### src/rtl/fpu_sched_pkg.sv
`default_nettype none
// +--------------------------------------------------------------------+
// | fpu_sched_pkg : shared types and defaults for the FPU scheduler     |
// | Rev 1.0                                                             |
// +--------------------------------------------------------------------+
package fpu_sched_pkg;

   typedef enum logic [1:0] {
      IDLE  = 2'd0,
      ISSUE = 2'd1,
      WAIT  = 2'd2,
      RESP  = 2'd3
   } schedstate_t;

   // Requester id: 0 = FP decode path, 1 = secondary issuer.
   typedef logic reqid_t;

   localparam int unsigned TIMEOUT_DEFAULT = 255;
   localparam int unsigned TOUT_W_DEFAULT  = 8;

   function automatic logic [1:0] id_onehot(input reqid_t id);
      return id ? 2'b10 : 2'b01;
   endfunction

endpackage
`default_nettype wire

### src/rtl/fpu_rr_arb.sv
`default_nettype none
// +--------------------------------------------------------------------+
// | fpu_rr_arb : two-way round-robin grant with a `last` pointer        |
// | Rev 1.0                                                             |
// +--------------------------------------------------------------------+
module fpu_rr_arb
   import fpu_sched_pkg::*;
(
   input  logic       clk,
   input  logic       rst,
   input  logic [1:0] req,
   input  logic       accept,
   output logic [1:0] grant
);

   reqid_t last_q;
   reqid_t last_d;

   // On a tie the requester that did not win last time gets the grant.
   always_comb begin
      grant = 2'b00;
      case (req)
         2'b01:   grant = 2'b01;
         2'b10:   grant = 2'b10;
         2'b11:   grant = last_q ? 2'b01 : 2'b10;
         default: grant = 2'b00;
      endcase
   end

   always_comb begin
      last_d = last_q;
      if (accept) begin
         last_d = grant[1];
      end
   end

   always_ff @(posedge clk or posedge rst) begin
      if (rst) begin
         last_q <= 1'b1;
      end else begin
         last_q <= last_d;
      end
   end

endmodule
`default_nettype wire

### src/rtl/fpu_sched.sv
`default_nettype none
// +--------------------------------------------------------------------+
// | fpu_sched : shares one iterative FPU between two requesters         |
// | Rev 1.0                                                             |
// +--------------------------------------------------------------------+
module fpu_sched
   import fpu_sched_pkg::*;
#(
   parameter int unsigned TIMEOUT = TIMEOUT_DEFAULT,
   parameter int unsigned TOUT_W  = TOUT_W_DEFAULT
) (
   input  logic        clk,
   input  logic        rst,
   input  logic [1:0]  req_valid_i,
   output logic [1:0]  req_ready_o,
   input  logic [6:0]  req_funct7_0_i,
   input  logic [6:0]  req_funct7_1_i,
   input  logic [31:0] req_a_0_i,
   input  logic [31:0] req_a_1_i,
   input  logic [31:0] req_b_0_i,
   input  logic [31:0] req_b_1_i,
   input  logic [4:0]  req_rd_0_i,
   input  logic [4:0]  req_rd_1_i,
   input  logic        req_ireg_0_i,
   input  logic        req_ireg_1_i,
   output logic        fpu_go_o,
   output logic [6:0]  fpu_funct7_o,
   output logic [31:0] fpu_a_o,
   output logic [31:0] fpu_b_o,
   input  logic        fpu_valid_i,
   input  logic [31:0] fpu_result_i,
   output logic [1:0]  resp_valid_o,
   output logic [31:0] resp_data_o,
   output logic [4:0]  resp_rd_o,
   output logic        resp_ireg_o,
   output logic        resp_err_o,
   output logic        busy_o
);

   localparam logic [TOUT_W-1:0] C_CNT_LAST = TOUT_W'(TIMEOUT - 1);

   schedstate_t       state_q;
   logic [6:0]        funct7_q;
   logic [31:0]       a_q;
   logic [31:0]       b_q;
   logic [4:0]        rd_q;
   logic              ireg_q;
   reqid_t            owner_q;
   logic [TOUT_W-1:0] cnt_q;
   logic              fpu_go_q;
   logic [1:0]        resp_valid_q;
   logic [31:0]       resp_data_q;
   logic [4:0]        resp_rd_q;
   logic              resp_ireg_q;
   logic              resp_err_q;

   logic [1:0]        grant;
   logic              accept;
   reqid_t            win_id;
   logic [6:0]        win_funct7;
   logic [31:0]       win_a;
   logic [31:0]       win_b;
   logic [4:0]        win_rd;
   logic              win_ireg;

   fpu_rr_arb u_arb (
      .clk    (clk),
      .rst    (rst),
      .req    (req_valid_i),
      .accept (accept),
      .grant  (grant)
   );

   // Reset gates ready directly so nothing is offered while rst is high.
   assign req_ready_o = ((state_q == IDLE) && !rst) ? grant : 2'b00;
   assign accept      = |(req_valid_i & req_ready_o);
   assign win_id      = grant[1];

   assign win_funct7 = win_id ? req_funct7_1_i : req_funct7_0_i;
   assign win_a      = win_id ? req_a_1_i      : req_a_0_i;
   assign win_b      = win_id ? req_b_1_i      : req_b_0_i;
   assign win_rd     = win_id ? req_rd_1_i     : req_rd_0_i;
   assign win_ireg   = win_id ? req_ireg_1_i   : req_ireg_0_i;

   always_ff @(posedge clk or posedge rst) begin
      if (rst) begin
         state_q      <= IDLE;
         funct7_q     <= '0;
         a_q          <= '0;
         b_q          <= '0;
         rd_q         <= '0;
         ireg_q       <= 1'b0;
         owner_q      <= 1'b0;
         cnt_q        <= '0;
         fpu_go_q     <= 1'b0;
         resp_valid_q <= 2'b00;
         resp_data_q  <= '0;
         resp_rd_q    <= '0;
         resp_ireg_q  <= 1'b0;
         resp_err_q   <= 1'b0;
      end else begin
         fpu_go_q     <= 1'b0;
         resp_valid_q <= 2'b00;
         case (state_q)
            IDLE: begin
               if (accept) begin
                  funct7_q <= win_funct7;
                  a_q      <= win_a;
                  b_q      <= win_b;
                  rd_q     <= win_rd;
                  ireg_q   <= win_ireg;
                  owner_q  <= win_id;
                  fpu_go_q <= 1'b1;
                  state_q  <= ISSUE;
               end
            end
            ISSUE: begin
               cnt_q   <= '0;
               state_q <= WAIT;
            end
            WAIT: begin
               // A completion in the watchdog's final cycle still counts as success.
               if (fpu_valid_i) begin
                  resp_data_q  <= fpu_result_i;
                  resp_err_q   <= 1'b0;
                  resp_rd_q    <= rd_q;
                  resp_ireg_q  <= ireg_q;
                  resp_valid_q <= id_onehot(owner_q);
                  state_q      <= RESP;
               end else if (cnt_q == C_CNT_LAST) begin
                  resp_data_q  <= '0;
                  resp_err_q   <= 1'b1;
                  resp_rd_q    <= rd_q;
                  resp_ireg_q  <= ireg_q;
                  resp_valid_q <= id_onehot(owner_q);
                  state_q      <= RESP;
               end else begin
                  cnt_q <= cnt_q + TOUT_W'(1);
               end
            end
            RESP: begin
               state_q <= IDLE;
            end
            default: begin
               state_q <= IDLE;
            end
         endcase
      end
   end

   assign fpu_go_o     = fpu_go_q;
   assign fpu_funct7_o = funct7_q;
   assign fpu_a_o      = a_q;
   assign fpu_b_o      = b_q;
   assign resp_valid_o = resp_valid_q;
   assign resp_data_o  = resp_data_q;
   assign resp_rd_o    = resp_rd_q;
   assign resp_ireg_o  = resp_ireg_q;
   assign resp_err_o   = resp_err_q;
   assign busy_o       = (state_q != IDLE);

endmodule
`default_nettype wire
### config.mk
export PLATFORM = sky130hd
export DESIGN_NAME = fpu_sched
export DESIGN_NICKNAME = d
export VERILOG_FILES = /design/src/rtl/fpu_sched_pkg.sv /design/src/rtl/fpu_rr_arb.sv /design/src/rtl/fpu_sched.sv
export SDC_FILE = /design/constraint.sdc
export NUM_CORES = 1
export LEC_CHECK = 0
export CAP_MARGIN = 20
export CORE_AREA = 5 5 133 135
export CTS_BUF_LIST = sky130_fd_sc_hd__clkbuf_4 sky130_fd_sc_hd__clkbuf_8 sky130_fd_sc_hd__clkbuf_16
export DETAILED_ROUTE_END_ITERATION = 8
export DIE_AREA = 0 0 138 140
export PLACE_DENSITY = 0.79
export SYNTH_ARGS = -nofsm -noshare
export SYNTH_HDL_FRONTEND = slang
export SYNTH_HIERARCHICAL = 1
export SYNTH_SLANG_ARGS = --single-unit
### constraint.sdc
create_clock -name clk -period 5.2 [get_ports clk]
set_input_delay 1.04 -clock clk [delete_from_list [all_inputs] [get_ports clk]]
set_output_delay 1.04 -clock clk [all_outputs]
set_load 0.02 [all_outputs]
==> results.rst, run 1 <==
.. list-table::
   :header-rows: 1

   * - Metric
     - Value
   * - Iter 0 DRT Violations
     - around 230
   * - GRT met3 Usage
     - 7.43%
   * - Post-route cell area
     - roughly 9700 um^2
   * - Buffer cell driving the clock tree root
     - sky130_fd_sc_hd__clkbuf_16
   * - Stage delay of the slowest cell on the critical path
     - about 610 ps
   * - Warning count from the yosys run
     - 6
   * - Critical Path Source
     - req_valid_i[1]
   * - Vias after detailed routing
     - about 5000
   * - Starting utilization of the core area
     - between 30% and 40%
   * - Nets@finish
     - roughly 1000
   * - Wire length of the first global-routing pass
     - between 20000 and 30000 um
   * - Routability cong.
     - around 0.8
   * - Critical path's slowest cell
     - sky130_fd_sc_hd__clkdlybuf4s50_1
   * - Most common library cell in the layout ignoring fill and taps
     - sky130_fd_sc_hd__clkdlybuf4s50_1
   * - Post-Synthesis Mean Instance Area
     - around 11 um^2
   * - Count of input and output buffers
     - just over 300
   * - Count of antenna diodes in the layout
     - 0
   * - Mapped Cells
     - between 500 and 600
   * - Instance area after placement
     - between 9000 and 10000 um^2
   * - Via density
     - between 4 and 5
   * - Area enclosed by the die boundary
     - 19300 um^2
   * - Number of post-CTS setup repair buffers
     - 0
   * - Peak Freq
     - 257 MHz
   * - Number of gates resized after cts
     - 0
   * - Maximum count of clock buffers along a single path
     - 2
   * - Outcome
     - completed
   * - Post-synth EDFFs
     - 0
   * - Synth Register Bits
     - around 130
   * - Cell-by-cell trace of the critical path
     - clkdlybuf4s50_1 -> a21boi_4 -> buf_4 -> and3_1 -> clkdlybuf4s50_1
   * - Most used cell along the critical path
     - sky130_fd_sc_hd__clkdlybuf4s50_1
   * - Leakage Power
     - 4.18 nW
   * - Number of cells in the design after placement
     - approximately 1000
   * - Class of the tightest hold or removal check
     - register to register
   * - Period Utilization, post-route
     - about three quarters
   * - Skew-Pair Late Insertion Delay
     - around 410 ps
   * - Antenna violation net count after detailed routing
     - 0
   * - Arrival time of the worst setup path
     - 2850 ps
   * - Summed instance area of the synthesized netlist
     - 5760 um^2
   * - Number of setup violations in the final report
     - 0
   * - Met2 demand-to-capacity share in global routing
     - between 20% and 30%
   * - Maximum number of pins on one net before global-route repair
     - between 70 and 80
   * - GR met1 Demand/Resource
     - a little over a fifth
   * - Commonest cells after routing, fill and taps aside
     - sky130_fd_sc_hd__clkdlybuf4s50_1 (306), sky130_fd_sc_hd__dfrtp_1 (130), sky130_fd_sc_hd__nor2_1 (82)
   * - Finished Layout Cells
     - just over 1000
   * - Setup skew after layout
     - 6.44 ps
   * - Die height
     - 140 um
   * - Critical register-to-register path startpoint
     - u_arb/last_q
   * - Headroom to the max-slew limit
     - 25.8%
   * - Routed length per instance
     - around 17 um
   * - Layout cells sized above 1
     - 6.85%
   * - Total Neg Setup Slack
     - 0 ps
   * - Highest fanout seen on the critical path
     - 17
   * - Level count of the clock H-tree
     - 4
   * - Clock tree from TritonCTS
     - done
   * - Worst Path Class, Setup
     - input port to output pin
   * - Period minus WS final
     - between 3000 and 4000 ps
   * - # rows
     - 47
   * - Proportion of synthesized chip area in sequential cells
     - a little under three fifths
   * - RSZ-0062 raised after global routing
     - no
   * - Number of buffers added by the clock tree synthesis step
     - 17
   * - Clock-pin slew on the worst setup and hold paths
     - 60 ps
   * - Worst Setup Start Kind
     - input port
   * - Post-synthesis async set-or-reset flop share
     - 100%
   * - I/O pin count
     - ~310
   * - Synthesis-to-layout area growth
     - 68.0%
   * - MaxCap Viol Count
     - 0
   * - Worst endpoint required time
     - approximately 4200 ps
   * - Overall power
     - around 5.6 mW
   * - Busiest layer in global routing
     - met2
   * - HPWL after DPL
     - between 10000 and 15000 um
   * - Hold buffer count at CTS
     - 0
   * - Std-Cell Core Area
     - approximately 16000 um^2
   * - Power density relative to cell area
     - a little under 600 nW/um^2
   * - Number of sinks on the clock net
     - around 130
   * - Critical Path End Type
     - output pin
   * - Hold wc startpoint
     - owner_q
   * - Final hold vios
     - 0
   * - Vias in the first global route
     - approximately 5000
   * - Main flop type after synthesis
     - sky130_fd_sc_hd__dfrtp_1
   * - Post-route DRC
     - 0
   * - Horiz. Die Dim
     - ~140 um
   * - Total Routing Usage GR
     - 17.8%
   * - Worst supply voltage drop on vdd
     - 244 uV
   * - Post-Synthesis Net Count
     - 702
   * - Detailed Route WL
     - roughly 18000 um
   * - Netlist cell types
     - 39
   * - Drt first pass iters
     - 4
   * - Count of final max-slew check failures
     - 0
   * - Slew of the pin with the lowest slew margin
     - 1110 ps
   * - Antenna violations before repair
     - 0
   * - Sum of overflow across all layers after global routing
     - 0
-- report_power, final --
part | switching, mW | internal, mW
sequential | 0.271 | 1.50
clock | 0.443 | 0.842
combinational | 1.27 | 1.27
-- metal layers --
metal / routed length, um / vias up / share of wire (%)
li1: - / 2391 / -
met2: 8440 / 216 / 48
met3: 1690 / 23 / 9.6
met5: 0 / - / 0
met1: 7230 / 2350 / 41
met4: 296 / 0 / 1.7
-- sequential cells by signal, summed over array words and instances, names as in the netlist --
name / count
ireg_q: 1
fpu_go_o: 1
fpu_funct7_o: 7
rd_q: 5
resp_valid_o: 2
resp_data_o: 32
state_q: 2
resp_rd_o: 5
u_arb/last_q: 1
owner_q: 1
resp_ireg_o: 1
fpu_a_o: 32
resp_err_o: 1
cnt_q: 8
fpu_b_o: 32
-- worst max-delay path, delay by kind of cell --
kind	cells	cell delay [ps]
AO/OA/AOI/OAI	1	180
buffers and inverters	3	1420
AND/OR/NAND/NOR	1	200
-- layout make-up --
type	count	area [um^2]
Fill cell	1362	6670
Clock inverter	12	178
Multi-Input combinational cell	331	2290
Clock buffer	20	467
Inverter	9	37.5
Sequential cell	131	3280
Timing Repair Buffer	315	3150
Tap cell	220	275
-- Yosys cell counts, types with 2 or more instances --
| cell | count | area, um^2 |
|---|---|---|
| sky130_fd_sc_hd__dfrtp_1 | 130 | 3250 |
| sky130_fd_sc_hd__nor2_1 | 82 | 308 |
| sky130_fd_sc_hd__a21oi_1 | 80 | 400 |
| sky130_fd_sc_hd__mux2i_1 | 80 | 801 |
| sky130_fd_sc_hd__a22o_1 | 32 | 280 |
| sky130_fd_sc_hd__buf_2 | 20 | 100 |
| sky130_fd_sc_hd__inv_1 | 9 | 33.8 |
| sky130_fd_sc_hd__nand3_1 | 8 | 40.0 |
| sky130_fd_sc_hd__mux2_4 | 7 | 105 |
| sky130_fd_sc_hd__clkbuf_1 | 6 | 22.5 |
| sky130_fd_sc_hd__ha_1 | 6 | 75.1 |
| sky130_fd_sc_hd__nand2_1 | 5 | 18.8 |
| sky130_fd_sc_hd__buf_1 | 4 | 15.0 |
| sky130_fd_sc_hd__buf_4 | 3 | 22.5 |
| sky130_fd_sc_hd__o21ai_0 | 3 | 15.0 |
| sky130_fd_sc_hd__or4_1 | 3 | 22.5 |
| sky130_fd_sc_hd__and3_1 | 2 | 12.5 |
| sky130_fd_sc_hd__nor2b_1 | 2 | 12.5 |
| sky130_fd_sc_hd__o21ai_1 | 2 | 10.0 |
| sky130_fd_sc_hd__o31ai_1 | 2 | 15.0 |
-- path summary, 6_finish.rpt --
check,endpoint,slack [ps],cells past startpoint
worst max-delay path,req_ready_o[1],1310,5
min in group asynchronous,u_arb/last_q,1120,2
worst max register to register,rd_q[0],2740,7
max in group asynchronous,rd_q[2],2390,4
worst min-delay path,resp_valid_o[0],430,1
worst min register to register,resp_valid_o[0],430,1
-- kinds of logic (layout without fill, tap and decap cells) --
logic type | Yosys count | after routing | share of synthesized area, %
DFF | 131 | 131 | 57.0
AOI/OAI and AO/OA | 126 | 126 | 13.7
and+or+nand+nor | 111 | 111 | 8.52
muxes | 88 | 88 | 15.9
buffers and inverters | 43 | 356 | 3.56
adders and majority gates | 6 | 6 | 1.30
-- through the flow --
stage / setup WS [ps] / hold slack (ps) / util, %
global route: 1230 / 446 / 59.2
global placement: 1360 / 415 / 55.1
CTS: 1290 / 432 / 59.2
finish: 1310 / 430 / 59.2
floorplan: 606 / 403 / -
detailed placement: 1290 / 423 / 55.2
Power figures use the tool's default switching activity.
==> run 2: changes to the inputs <==
- CORE_AREA: 5 5 133 135 -> 5 5 126 128
- DIE_AREA: 0 0 138 140 -> 0 0 131 133
- PLACE_DENSITY: 0.79 -> 0.83
- clock period: 5.2 -> 4.08 ns (I/O delays scaled with it)
==> run 2 against run 1 <==
  * Final cell count down 3.4%
  * Non-clock buffer count fell by 3
  * Setup slack worse by 470 ps
  * Via count down 1.0%
  * First-iteration DRC count fell by 9.7%
  * Clock skew grew 1.7 ps
  * Core utilization rose by 5.7 points
  * Hold slack got worse by 11 ps
  * Wire length barely moved
  * Sequential power is 28% higher
  * Sequential share of layout area increased by 0.35 points
  * Register-to-register slack got worse by 970 ps
  * Critical path type unchanged
  * Critical endpoint unchanged
  * Largest power group unchanged
==> results.rst, run 2 (same netlist as run 1, synthesis figures left out) <==
.. list-table::
   :header-rows: 1

   * - Metric
     - Value
   * - Skew-Pair Late Insertion Delay
     - 410 ps (about the same)
   * - Die height
     - 133 um (was 140 um)
   * - Antenna violation net count after detailed routing
     - 0 (unchanged)
   * - Leakage Power
     - 4.14 nW (was 4.18 nW)
   * - Critical Path End Type
     - output pin (unchanged)
   * - Antenna violations before repair
     - 0 (unchanged)
   * - Vias after detailed routing
     - 4930 (was 4980)
   * - Overall power
     - 7.03 mW (was 5.59 mW)
   * - Buffer cell driving the clock tree root
     - sky130_fd_sc_hd__clkbuf_16 (unchanged)
   * - Routability cong.
     - 0.835 (was 0.781)
   * - Dpl ws
     - 689 ps (was 1290 ps)
   * - Vias in the first global route
     - 5174 (was 5010)
   * - Cell-by-cell trace of the critical path
     - clkdlybuf4s50_1 -> a21boi_4 -> and3_1 -> clkdlybuf4s50_1 (was clkdlybuf4s50_1 -> a21boi_4 -> buf_4 -> and3_1 -> clkdlybuf4s50_1)
   * - Period Utilization, post-route
     - approximately four fifths
   * - Nets@finish
     - 999 (was 1002)
   * - Cell type group with the largest total delay on the critical path
     - buffers and inverters (unchanged)
   * - Number of post-CTS setup repair buffers
     - 0 (unchanged)
   * - Clock tree from TritonCTS
     - done (unchanged)
   * - Clock-pin slew on the worst setup and hold paths
     - 60 ps (about the same)
   * - Critical path's slowest cell
     - sky130_fd_sc_hd__clkdlybuf4s50_1 (unchanged)
   * - Highest fanout seen on the critical path
     - 3 (was 17)
   * - Maximum number of pins on one net before global-route repair
     - 97 (was 74)
   * - Detailed Route WL
     - 17700 um (about the same)
   * - Maximum count of clock buffers along a single path
     - 2 (unchanged)
   * - # rows
     - 45 (was 47)
   * - Switching pwr
     - 2.56 mW (was 1.99 mW)
   * - Horiz. Die Dim
     - 131 um (was 138 um)
   * - Worst Path Class, Setup
     - input port to output pin (unchanged)
   * - Outcome
     - completed (unchanged)
   * - Number of fill cells
     - 1186 (was 1362)
   * - I/O pin count
     - 307 (unchanged)
   * - Count of final max-slew check failures
     - 0 (unchanged)
   * - Combinational Power Share
     - 45.9% (was 45.4%)
   * - Stage delay of the slowest cell on the critical path
     - 660 ps (was 610 ps)
   * - Crit path buffers/inverters
     - 2 (was 3)
   * - Clock Power Share
     - 21.8% (was 23.0%)
   * - MaxCap Viol Count
     - 0 (unchanged)
   * - Peak Freq
     - just over 300 MHz
   * - Worst reg2reg endpoint
     - fpu_b_o[5] (was rd_q[0])
   * - Final hold vios
     - 0 (unchanged)
   * - Iter 0 DRT Violations
     - 205 (was 227)
   * - Wire length of the first global-routing pass
     - 26800 um (was 27400 um)
   * - Sequential fraction of design power
     - 32.3% (was 31.6%)
   * - Period minus WS final
     - 3240 ps
   * - Hold wc startpoint
     - owner_q (unchanged)
   * - Most used cell along the critical path
     - sky130_fd_sc_hd__clkdlybuf4s50_1 (unchanged)
   * - HPWL after DPL
     - 13000 um (was 13400 um)
   * - Count of input and output buffers
     - 306 (unchanged)
   * - Starting utilization of the core area
     - 39.0% (was 35.2%)
   * - Layout cells sized above 1
     - 6.50% (was 6.85%)
   * - Std-Cell Core Area
     - 14800 um^2 (was 16300 um^2)
   * - Instance count on the critical path
     - 4 (was 5)
   * - Internal power
     - 4.47 mW (was 3.61 mW)
   * - Critical register-to-register path startpoint
     - u_arb/last_q (unchanged)
   * - Worst setup path endpoint
     - req_ready_o[1] (unchanged)
   * - RSZ-0062 raised after global routing
     - no (unchanged)
   * - Worst Setup Start Kind
     - input port (unchanged)
   * - Worst endpoint required time
     - 3260 ps (was 4160 ps)
   * - Drt first pass iters
     - 4 (unchanged)
   * - Reg2reg setup slack
     - 1770 ps (was 2740 ps)
   * - Number of setup violations in the final report
     - 0 (unchanged)
   * - Switching share of power
     - 36.4% (was 35.5%)
   * - Synthesis-to-layout area growth
     - 66.3% (was 68.0%)
   * - Arrival time of the worst setup path
     - 2420 ps (was 2850 ps)
   * - Post-route DRC
     - 0 (unchanged)
   * - Class of the tightest hold or removal check
     - register to register (unchanged)
   * - Count of antenna diodes in the layout
     - 0 (unchanged)
   * - Via density
     - 4.92 (was 4.80)
   * - Number of buffers added by the clock tree synthesis step
     - 17 (unchanged)
   * - Worst supply voltage drop on vdd
     - 443 uV (was 244 uV)
   * - Area enclosed by the die boundary
     - 17400 um^2 (was 19300 um^2)
   * - WHS Path Cells
     - 1 (unchanged)
   * - Number of gates resized after cts
     - 0 (unchanged)
   * - Most common library cell in the layout ignoring fill and taps
     - sky130_fd_sc_hd__clkdlybuf4s50_1 (unchanged)
   * - Final worst slack
     - 844 ps (was 1310 ps)
   * - Depth of the worst register-to-register path
     - 7 (unchanged)
   * - Setup skew after layout
     - 8.15 ps (was 6.44 ps)
   * - Slew of the pin with the lowest slew margin
     - 936 ps (was 1110 ps)
   * - Critical Path Source
     - req_valid_i[1] (unchanged)
   * - Commonest cells after routing, fill and taps aside
     - sky130_fd_sc_hd__clkdlybuf4s50_1 (306), sky130_fd_sc_hd__dfrtp_1 (130), sky130_fd_sc_hd__nor2_1 (82) (unchanged)
   * - Hold buffer count at CTS
     - 0 (unchanged)
   * - Headroom to the max-slew limit
     - 37.6% (was 25.8%)
   * - Number of sinks on the clock net
     - 131 (unchanged)
   * - Sum of overflow across all layers after global routing
     - 0 (unchanged)
   * - Power density relative to cell area
     - 734 nW/um^2 (was 578 nW/um^2)
   * - Total Routing Usage GR
     - 20.0% (was 17.8%)
   * - Final worst hold slack
     - 419 ps (was 430 ps)
   * - Level count of the clock H-tree
     - 4 (unchanged)
   * - Routed length per instance
     - 17.6 um (was 17.0 um)
[run 2: cell types whose count changed in the layout (fill, tap and decap cells not counted)]
cell                         delta
sky130_fd_sc_hd__clkinv_2       -1
sky130_fd_sc_hd__buf_4          -3
sky130_fd_sc_hd__bufinv_16      -2
sky130_fd_sc_hd__buf_12         +1
sky130_fd_sc_hd__clkbuf_4       +1
sky130_fd_sc_hd__buf_8          -1
sky130_fd_sc_hd__clkinvlp_4     +2
[run 2: through the flow]
stage	cells	area [um^2]	setup TNS [ps]	utilization [%]
after floorplan	505	5760	-66.3	-
after global placement	971	8970	0	60.8
after detailed placement	971	8970	0	60.8
after CTS	1003	9570	0	64.9
after global routing	1003	9570	0	64.9
final	1003	9570	0	64.9
[run 2: metal layers]
metal	global-route usage, %	share of wire (%)
met3	9.16	11
met2	34.5	51
met1	21.5	36
met4	6.46	1.6
met5	0	0
[run 2: worst min-delay path by stage]
stage | slack (ps) | endpoint
floorplan | 400 | resp_valid_o[0]
global placement | 410 | resp_valid_o[0]
detailed placement | 410 | resp_valid_o[0]
CTS | 420 | resp_valid_o[0]
global route | 450 | resp_valid_o[0]
finish | 420 | resp_valid_o[0]
[run 2: cell type report]
type / instances / area [um^2] / share of cell area (%)
Timing Repair Buffer: 312 / 3130 / 32.7
Inverter: 9 / 37.5 / 0.392
Clock buffer: 21 / 474 / 4.95
Multi-Input combinational cell: 331 / 2290 / 23.9
Sequential cell: 131 / 3280 / 34.3
Tap cell: 188 / 235 / 2.46
Clock inverter: 11 / 128 / 1.33
[run 2: power groups by stage]
stage	sequential, mW	combinational (mW)	clock [mW]
2_1_floorplan	2.90	0.998	0
5_1_grt	2.34	3.46	1.63
3_3_place_gp	2.25	3.21	0
3_5_place_dp	2.28	3.26	0
4_1_cts	2.27	3.28	1.57
6_report	2.27	3.23	1.53
==> run 3: changes to the inputs <==
- clock period: 4.08 -> 3.4 ns (I/O delays scaled with it)
==> run 3 against run 2 <==
  * Core utilization rose by 0.70 points
  * Via count rose by 0.67%
  * Global-route usage rose by 0.38 points
  * First-iteration DRC count fell by 14%
  * Non-clock buffer count rose by 5
  * Flip-flop and latch count did not move
  * Critical path depth did not move
  * Sequential power rose by 20%
  * Wire length rose by 0.41%
  * Critical path type unchanged
  * Largest power group unchanged
==> results.rst, run 3 (same netlist as run 1, synthesis figures left out) <==
.. list-table::
   :header-rows: 1

   * - Metric
     - Value
   * - Routed length per instance
     - 17.6 um (about the same)
   * - Number of setup violations in the final report
     - 0 (unchanged)
   * - Hold wc startpoint
     - owner_q (unchanged)
   * - Slew of the pin with the lowest slew margin
     - 875 ps (was 936 ps)
   * - Arrival time of the worst setup path
     - 2370 ps (was 2420 ps)
   * - Outcome
     - completed (unchanged)
   * - Starting utilization of the core area
     - 39.0% (unchanged)
   * - Cell type group with the largest total delay on the critical path
     - buffers and inverters (unchanged)
   * - # rows
     - 45 (unchanged)
   * - Clock-pin slew on the worst setup and hold paths
     - 50 ps (was 60 ps)
   * - Number of sinks on the clock net
     - 131 (unchanged)
   * - Vias in the first global route
     - 5296 (was 5174)
   * - Count of input and output buffers
     - 306 (unchanged)
   * - Maximum number of pins on one net before global-route repair
     - 80 (was 97)
   * - Sequential fraction of design power
     - 31.8% (was 32.3%)
   * - Critical register-to-register path startpoint
     - cnt_q[0] (was u_arb/last_q)
   * - Setup skew after layout
     - 7.09 ps (was 8.15 ps)
   * - Antenna violation net count after detailed routing
     - 0 (unchanged)
   * - Antenna violations before repair
     - 0 (unchanged)
   * - Horiz. Die Dim
     - 131 um (unchanged)
   * - Number of gates resized after cts
     - 0 (unchanged)
   * - Critical Path Source
     - req_valid_i[0] (was req_valid_i[1])
   * - Clock Power Share
     - 23.0% (was 21.8%)
   * - Headroom to the max-slew limit
     - 41.5% (was 37.6%)
   * - Count of antenna diodes in the layout
     - 0 (unchanged)
   * - Worst Setup Start Kind
     - input port (unchanged)
   * - Via density
     - 4.93 (was 4.92)
   * - Most common library cell in the layout ignoring fill and taps
     - sky130_fd_sc_hd__clkdlybuf4s50_1 (unchanged)
   * - Vias after detailed routing
     - 4963 (was 4930)
   * - Final standard cell utilization of the core
     - 65.6% (was 64.9%)
   * - Nets@finish
     - 1004 (was 999)
   * - Wire length of the first global-routing pass
     - 27500 um (was 26800 um)
   * - Std-Cell Core Area
     - 14800 um^2 (unchanged)
   * - Number of buffers added by the clock tree synthesis step
     - 17 (unchanged)
   * - Clock tree from TritonCTS
     - done (unchanged)
   * - Die height
     - 133 um (unchanged)
   * - Highest fanout seen on the critical path
     - 3 (unchanged)
   * - Count of final max-slew check failures
     - 0 (unchanged)
   * - HPWL after DPL
     - 13200 um (was 13000 um)
   * - Period minus WS final
     - around 3100 ps
   * - Area enclosed by the die boundary
     - 17400 um^2 (unchanged)
   * - I/O pin count
     - 307 (unchanged)
   * - Drt first pass iters
     - 4 (unchanged)
   * - Commonest cells after routing, fill and taps aside
     - sky130_fd_sc_hd__clkdlybuf4s50_1 (306), sky130_fd_sc_hd__dfrtp_1 (130), sky130_fd_sc_hd__nor2_1 (82) (unchanged)
   * - Most used cell along the critical path
     - sky130_fd_sc_hd__clkdlybuf4s50_1 (unchanged)
   * - Internal power
     - 5.57 mW (was 4.47 mW)
   * - Final hold vios
     - 0 (unchanged)
   * - Switching share of power
     - 35.2% (was 36.4%)
   * - Post-route DRC
     - 0 (unchanged)
   * - Synthesis-to-layout area growth
     - 68.1% (was 66.3%)
   * - MaxCap Viol Count
     - 0 (unchanged)
   * - Worst supply voltage drop on vdd
     - 491 uV (was 443 uV)
   * - Critical path's slowest cell
     - sky130_fd_sc_hd__clkdlybuf4s50_1 (unchanged)
   * - Class of the tightest hold or removal check
     - register to register (unchanged)
   * - Layout cells sized above 1
     - 6.96% (was 6.50%)
   * - Peak Freq
     - ~330 MHz
   * - Sum of overflow across all layers after global routing
     - 0 (unchanged)
   * - Routability cong.
     - 0.806 (was 0.835)
   * - Power density relative to cell area
     - 888 nW/um^2 (was 734 nW/um^2)
   * - Critical Path End Type
     - output pin (unchanged)
   * - RSZ-0062 raised after global routing
     - no (unchanged)
   * - Buffer cell driving the clock tree root
     - sky130_fd_sc_hd__clkbuf_16 (unchanged)
   * - Total Neg Setup Slack
     - 0 ps (unchanged)
   * - Skew-Pair Late Insertion Delay
     - 410 ps (about the same)
   * - Overall power
     - 8.60 mW (was 7.03 mW)
   * - Detailed Route WL
     - 17700 um (about the same)
   * - Hold buffer count at CTS
     - 0 (unchanged)
   * - Maximum count of clock buffers along a single path
     - 2 (unchanged)
   * - Level count of the clock H-tree
     - 4 (unchanged)
   * - Total Routing Usage GR
     - 20.4% (was 20.0%)
   * - Stage delay of the slowest cell on the critical path
     - 600 ps (was 660 ps)
   * - Iter 0 DRT Violations
     - 177 (was 205)
   * - Number of post-CTS setup repair buffers
     - 0 (unchanged)
   * - Cell-by-cell trace of the critical path
     - clkdlybuf4s50_1 -> a21boi_0 -> and3_1 -> clkdlybuf4s50_1 (was clkdlybuf4s50_1 -> a21boi_4 -> and3_1 -> clkdlybuf4s50_1)
   * - Worst Path Class, Setup
     - input port to output pin (unchanged)
   * - Worst endpoint required time
     - 2720 ps (was 3260 ps)
   * - Period Utilization, post-route
     - 89.8%
   * - Combinational Power Share
     - 45.1% (was 45.9%)
   * - Crit path buffers/inverters
     - 2 (unchanged)
   * - Switching pwr
     - 3.02 mW (was 2.56 mW)
   * - Leakage Power
     - 4.20 nW (was 4.14 nW)
run 3: power by group through the flow:
stage	registers [mW]	clock network (mW)	logic [mW]
2_1_floorplan	3.48	0	1.20
3_3_place_gp	2.71	0	3.86
3_5_place_dp	2.74	0	3.92
4_1_cts	2.74	2.03	3.94
5_1_grt	2.83	2.10	4.16
6_report	2.73	1.98	3.88
run 3: final cells by class:
type                            count  area (um^2)
Timing Repair Buffer              317         3200
Clock buffer                       21          462
Inverter                            9         37.5
Multi-Input combinational cell    331         2290
Fill cell                        1159         5070
Clock inverter                     10          181
Tap cell                          188          235
Sequential cell                   131         3280
run 3: worst paths after layout:
path	slack [ps]	endpoint	depth (start not counted)
worst max register to register	1160	resp_rd_o[2]	6
worst min register to register	430	resp_valid_o[0]	1
min in group asynchronous	760	u_arb/last_q	2
worst min-delay path	430	resp_valid_o[0]	1
worst max-delay path	350	req_ready_o[0]	4
max in group asynchronous	980	cnt_q[7]	4
run 3: per-layer routing:
| metal | wire, um | GRT usage [%] |
|---|---|---|
| met5 | 0 | 0 |
| met4 | 342 | 6.80 |
| met3 | 1950 | 8.52 |
| met2 | 8900 | 34.8 |
| met1 | 6540 | 22.7 |
run 3: worst reg2reg max path, stage by stage (launching register included):
cell	delay (ps)
sky130_fd_sc_hd__dfrtp_1	420
sky130_fd_sc_hd__inv_1	70
sky130_fd_sc_hd__ha_1	170
sky130_fd_sc_hd__nand3_1	210
sky130_fd_sc_hd__o21bai_4	230
sky130_fd_sc_hd__nand2_2	520
sky130_fd_sc_hd__mux2_4	510
run 3: through the flow:
stage | instances | hold WS (ps) | worst slack, ps | instance area, um^2
detailed placement | 976 | 424 | 341 | 9030
finish | 1007 | 432 | 347 | 9680
global route | 1007 | 465 | 307 | 9680
floorplan | 505 | 403 | -474 | 5760
CTS | 1007 | 431 | 340 | 9680
global placement | 976 | 408 | 444 | 9030
